<file path="config.mk">
export PLATFORM = sky130hd
export DESIGN_NAME = io_tape_device
export DESIGN_NICKNAME = d
export VERILOG_FILES = /design/src/rtl/io_tape_device.sv
export SDC_FILE = /design/constraint.sdc
export NUM_CORES = 1
export LEC_CHECK = 0
export CAP_MARGIN = 20
export CORE_ASPECT_RATIO = 0.8
export CORE_MARGIN = 2
export CORE_UTILIZATION = 55
export CTS_BUF_LIST = sky130_fd_sc_hd__clkbuf_16
export DETAILED_ROUTE_END_ITERATION = 10
export GPL_TIMING_DRIVEN = 0
export PLACE_DENSITY = 0.81
export SLEW_MARGIN = 5
export SYNTH_ARGS = -nofsm -noshare
export SYNTH_HDL_FRONTEND = slang
export SYNTH_SLANG_ARGS = --single-unit
export TNS_END_PERCENT = 5
</file>
<file path="constraint.sdc">
create_clock -name clk -period 7.3 [get_ports clk]
set_input_delay 1.46 -clock clk [delete_from_list [all_inputs] [get_ports clk]]
set_output_delay 1.46 -clock clk [all_outputs]
set_load 0.005 [all_outputs]
</file>
<file path="src/rtl/io_tape_device.sv">
// io_tape_device: tape reader / punch emulator bridging host streams to the I/O unit handshakes
module io_tape_device #(
    parameter int DEPTH = 8,
    parameter int GAP   = 4
) (
    input  logic                     clk,
    input  logic                     resetn,
    input  logic                     host_in_valid,
    output logic                     host_in_ready,
    input  logic [4:0]               host_in_data,
    output logic                     host_out_valid,
    input  logic                     host_out_ready,
    output logic [4:0]               host_out_data,
    input  logic                     flush,
    input  logic                     input_rdy_from_io,
    output logic                     input_val_to_io,
    output logic [4:0]               input_data_to_io,
    input  logic                     output_rdy_from_io,
    output logic                     output_ack_to_io,
    input  logic [4:0]               output_data_from_io,
    output logic [$clog2(DEPTH):0]   in_level,
    output logic [$clog2(DEPTH):0]   out_level,
    output logic [15:0]              in_chars,
    output logic [15:0]              out_chars
);
    localparam int AW = $clog2(DEPTH);
    localparam int LW = AW + 1;
    localparam int GW = GAP > 0 ? $clog2(GAP + 1) : 1;

    typedef enum logic {R_WAIT, R_VAL} r_state_t;
    typedef enum logic {P_WAIT, P_ACK} p_state_t;

    r_state_t r_state, r_next;
    p_state_t p_state, p_next;
    logic [4:0]    in_mem [DEPTH];
    logic [4:0]    out_mem[DEPTH];
    logic [AW-1:0] in_wr, in_rd, out_wr, out_rd;
    logic [GW-1:0] gap_in, gap_out;
    logic [4:0]    hold;
    logic          in_full, in_empty, out_full, out_empty;
    logic          in_push, in_pop, in_done, out_push, out_pop, out_done;

    assign in_full          = in_level == LW'(DEPTH);
    assign in_empty         = in_level == '0;
    assign out_full         = out_level == LW'(DEPTH);
    assign out_empty        = out_level == '0;
    assign host_in_ready    = !in_full;
    assign host_out_valid   = !out_empty;
    assign host_out_data    = out_empty ? 5'd0 : out_mem[out_rd];
    assign in_push          = host_in_valid && !in_full;
    assign out_pop          = host_out_valid && host_out_ready;
    assign input_val_to_io  = r_state == R_VAL;
    assign input_data_to_io = hold;
    assign output_ack_to_io = p_state == P_ACK;

    // FIFO storage; stale writes during flush are harmless because pointers reset
    always_ff @(posedge clk) begin
        if (in_push) in_mem[in_wr] <= host_in_data;
        if (out_push) out_mem[out_wr] <= output_data_from_io;
    end

    // FIFO pointers and occupancy; flush wins over same-cycle push/pop
    always_ff @(posedge clk or negedge resetn) begin
        if (!resetn) begin
            in_wr     <= '0;
            in_rd     <= '0;
            in_level  <= '0;
            out_wr    <= '0;
            out_rd    <= '0;
            out_level <= '0;
        end else if (flush) begin
            in_wr     <= '0;
            in_rd     <= '0;
            in_level  <= '0;
            out_wr    <= '0;
            out_rd    <= '0;
            out_level <= '0;
        end else begin
            in_wr     <= in_wr + AW'(in_push);
            in_rd     <= in_rd + AW'(in_pop);
            in_level  <= in_level + LW'(in_push) - LW'(in_pop);
            out_wr    <= out_wr + AW'(out_push);
            out_rd    <= out_rd + AW'(out_pop);
            out_level <= out_level + LW'(out_push) - LW'(out_pop);
        end
    end

    // Reader and punch next-state: rise only on sampled rdy, fall when rdy drops
    always_comb begin
        r_next   = r_state;
        p_next   = p_state;
        in_pop   = 1'b0;
        in_done  = 1'b0;
        out_push = 1'b0;
        out_done = 1'b0;
        if (r_state == R_WAIT) begin
            in_pop = input_rdy_from_io && !in_empty && gap_in == '0;
            r_next = in_pop ? R_VAL : R_WAIT;
        end else begin
            in_done = !input_rdy_from_io;
            r_next  = in_done ? R_WAIT : R_VAL;
        end
        if (p_state == P_WAIT) begin
            out_push = output_rdy_from_io && !out_full && gap_out == '0;
            p_next   = out_push ? P_ACK : P_WAIT;
        end else begin
            out_done = !output_rdy_from_io;
            p_next   = out_done ? P_WAIT : P_ACK;
        end
    end

    // Handshake state, hold register, inter-character gaps and character counters
    always_ff @(posedge clk or negedge resetn) begin
        if (!resetn) begin
            r_state   <= R_WAIT;
            p_state   <= P_WAIT;
            hold      <= '0;
            gap_in    <= '0;
            gap_out   <= '0;
            in_chars  <= '0;
            out_chars <= '0;
        end else begin
            r_state   <= r_next;
            p_state   <= p_next;
            hold      <= in_pop ? in_mem[in_rd] : hold;
            gap_in    <= in_done ? GW'(GAP) : gap_in - GW'(gap_in != '0);
            gap_out   <= out_done ? GW'(GAP) : gap_out - GW'(gap_out != '0);
            in_chars  <= in_chars + 16'(in_done);
            out_chars <= out_chars + 16'(out_done);
        end
    end
endmodule

</file>
==> impl_metrics.toml <==
[final_layout]
n_fill_cell = 707
final_cell_count_no_fill = 649
nNetsFinal = 537
area_delta_synth_final_pct = 24.32
n_antenna_cell = 0
fin_util = 0.6999
layout-drive-gt1-share = 0.1228
design_area_mm2 = 0.007592

[die]
core.rowCount = 34
io-pin-count = 71
die-area_mm2 = 0.01197
initial_utilization = 0.5630
coreArea_mm2 = 0.01085
die_h_um = 98.25
die_x_um = 121.8

[setup_path]
cp.arrival_ns = 2.37
endpoint_kind = "output port"
rr_endpoint = "in_level[3]"
cpPeakStageDelay_ns = 0.56
crit_fanout = 10
critPathLaunch = "out_rd[0]"
cpMaxStageDelayCell = "mux4_2"
r2r_cells = 9
r2r_slack_ns = 4.65
cp-start-kind = "flop"
r2r-start = "gap_in[1]"
cp.required_ns = 5.84
path_cells = "buf_2 -> mux4_2 -> mux2i_1 -> nor2_1 -> clkdlybuf4s50_1"
path_class = "flop to output port"

[global_route]
overflow = 0
gr-usage-all-layers = 0.2091
antenna_found_initial = 0
grt_max_degree = 66
grt_first_pass_wirelength_um = 18600
grt_pass1_vias = 3758

[synth]
synth.avg_cell_area_um2 = 15.12
async_reset_ff_frac = 0.4483
synth_largest_area_cell = "edfxtp_1"
yosysMostFrequentCell = "edfxtp_1"
synth_flop_cell = "edfxtp_1"
ys_seq_elements = 145
synth_edf_count = 80
synthCells = 404
synthTopCellsByCount = "edfxtp_1 (80), dfrtp_1 (65), nor2_1 (45)"
yosysUniqueCellTypes = 33
synth_seq_area_share = 0.6597
synth_area_mm2 = 0.006107
synth_area_leaders = "edfxtp_1 (39%), dfrtp_1 (27%), mux4_2 (7.4%)"
syn_nets = 449
synth_top_area_share = 0.3934
ys_warn_count = 0

[route]
drc_errors = 0
drt_iter0_drc = 259
post_drt_wl_per_cell_um = 17.78
wirelength_um = 11540
viasPerCell = 5.341
ant_nets = 0
dr.pass1.iters = 4
num_vias = 3466

[power]
power.total_mw = 2.514
ir_drop_mv = 0.2143
power_density_mw_per_mm2 = 331.1
leakage_nw = 2.986

[timing]
finalSetupTns_ns = 0
setup_viol = 0
drv_slew = 0
max_freq_mhz = 261.0
slew_headroom = 0.4203
min_period_ns = 3.832
rsz0062_at_grt = "no"
tightest_slew_ns = 0.8629
hold_viol = 0
clock-skew-final_ns = 0.009947
finalCritPeriodShare = 0.5249

[run]
drv_cap = 0

[clock_network]
cts.repair.resized = 0
h-tree-depth = 4
cts_tree = "yes"
numCtsBuffers = 17
cts.path.max_buffers = 2
clkTransAtPathRegs_ns = 0.06
clock_sinks = 145
hold_buffers = 0
post_cts_buffers = 0
clkLatencyLatePin_ns = 0.41
root_buffer = "clkbuf_16"

[placed_design]
placed_cells = 617
placed_area_mm2 = 0.006975
routabilityCongestion = 0.7750
portBuffers = 69
dp_hpwl_um = 7887

[min_path]
hold_start = "in_chars[15]"
hold_end = "in_chars[15]"
hp-class = "flop to flop"
hold_depth = 1

[status]
status = "complete, no violations"
[stage by stage]
| stage | hold WS (ns) | worst slack [ns] |
|---|---|---|
| 2_1_floorplan | 0.4647 | 4.237 |
| 3_3_place_gp | 0.4560 | 2.680 |
| 3_5_place_dp | 0.4620 | 3.484 |
| 4_1_cts | 0.4764 | 3.441 |
| 5_1_grt | 0.4876 | 3.361 |
| 6_report | 0.4757 | 3.468 |
[cells by family (layout without fill, tap and decap cells)]
| group | Yosys count | in the layout | synth area share |
|---|---|---|---|
| xor gates and xnor gates | 40 | 40 | 0.05737 |
| adders and majority gates | 28 | 28 | 0.05982 |
| and+or+nand+nor | 121 | 121 | 0.09752 |
| buffers and inverters | 28 | 129 | 0.01885 |
| DFF | 145 | 145 | 0.6597 |
| muxes | 30 | 30 | 0.09015 |
| AOI/OAI and AO/OA | 12 | 12 | 0.01660 |
[how the worst max path moves through the flow]
stage	slack (ns)	to
finish	3.47	host_out_data[1]
global route	3.36	host_out_data[1]
CTS	3.44	host_out_data[1]
detailed placement	3.48	in_level[3]
global placement	2.68	gap_out[0]
floorplan	4.24	in_level[3]
[cell type report]
type                    count  area (um^2)  share of cell area
plain buffers              10        47.55            0.006262
clock buffers              21        525.5             0.06922
clock inverters            11        91.34             0.01203
inverters                  18        67.56            0.008899
multi-input cells         231         1963              0.2586
flip-flops and latches    145         4029              0.5307
well taps                 144        180.2             0.02373
repair buffers             69        688.2             0.09064
[layer usage]
layer  wire [um]  vias up  GRT usage  part of all wire
li1            -     1620          -                 -
met2        5869       73     0.3395              0.51
met1        5069     1762     0.2776              0.44
met4         124        0    0.06897             0.011
met5           0        -          0                 0
met3         474       11    0.05549             0.041
[power breakdown]
group          total (mW)  internal, mW  switching [mW]  leakage (nW)
registers            1.03         0.964          0.0688          1.58
logic               0.596         0.331           0.265          1.10
clock network       0.885         0.550           0.335         0.309
[critical path, delay by kind of cell, from the launching register on]
family                 cells  cell delay [ns]
buffers and inverters      2             0.81
muxes                      2             0.72
DFF                        1             0.37
and+or+nand+nor            1             0.06
[layout by cell type (no fill, tap or decap), drive strengths merged, types with 14 or more instances in the layout]
| cell type | count |
|---|---|
| edfxtp | 80 |
| mux4 | 20 |
| clkdlybuf4s50 | 68 |
| ha | 26 |
| clkbuf | 26 |
| xnor2 | 27 |
| nand2 | 16 |
| dfrtp | 65 |
| nor2b | 14 |
| nor2 | 45 |
| inv | 23 |
[sequential cells by signal (all words and copies together), names as in the netlist]
signal            count
in_rd                 3
out_level             4
input_val_to_io       1
in_level              4
out_mem              40
in_mem               40
out_chars            16
in_wr                 3
gap_in                3
gap_out               3
output_ack_to_io      1
out_wr                3
input_data_to_io      5
in_chars             16
out_rd                3
No activity file was read; power rests on OpenSTA's default activity.
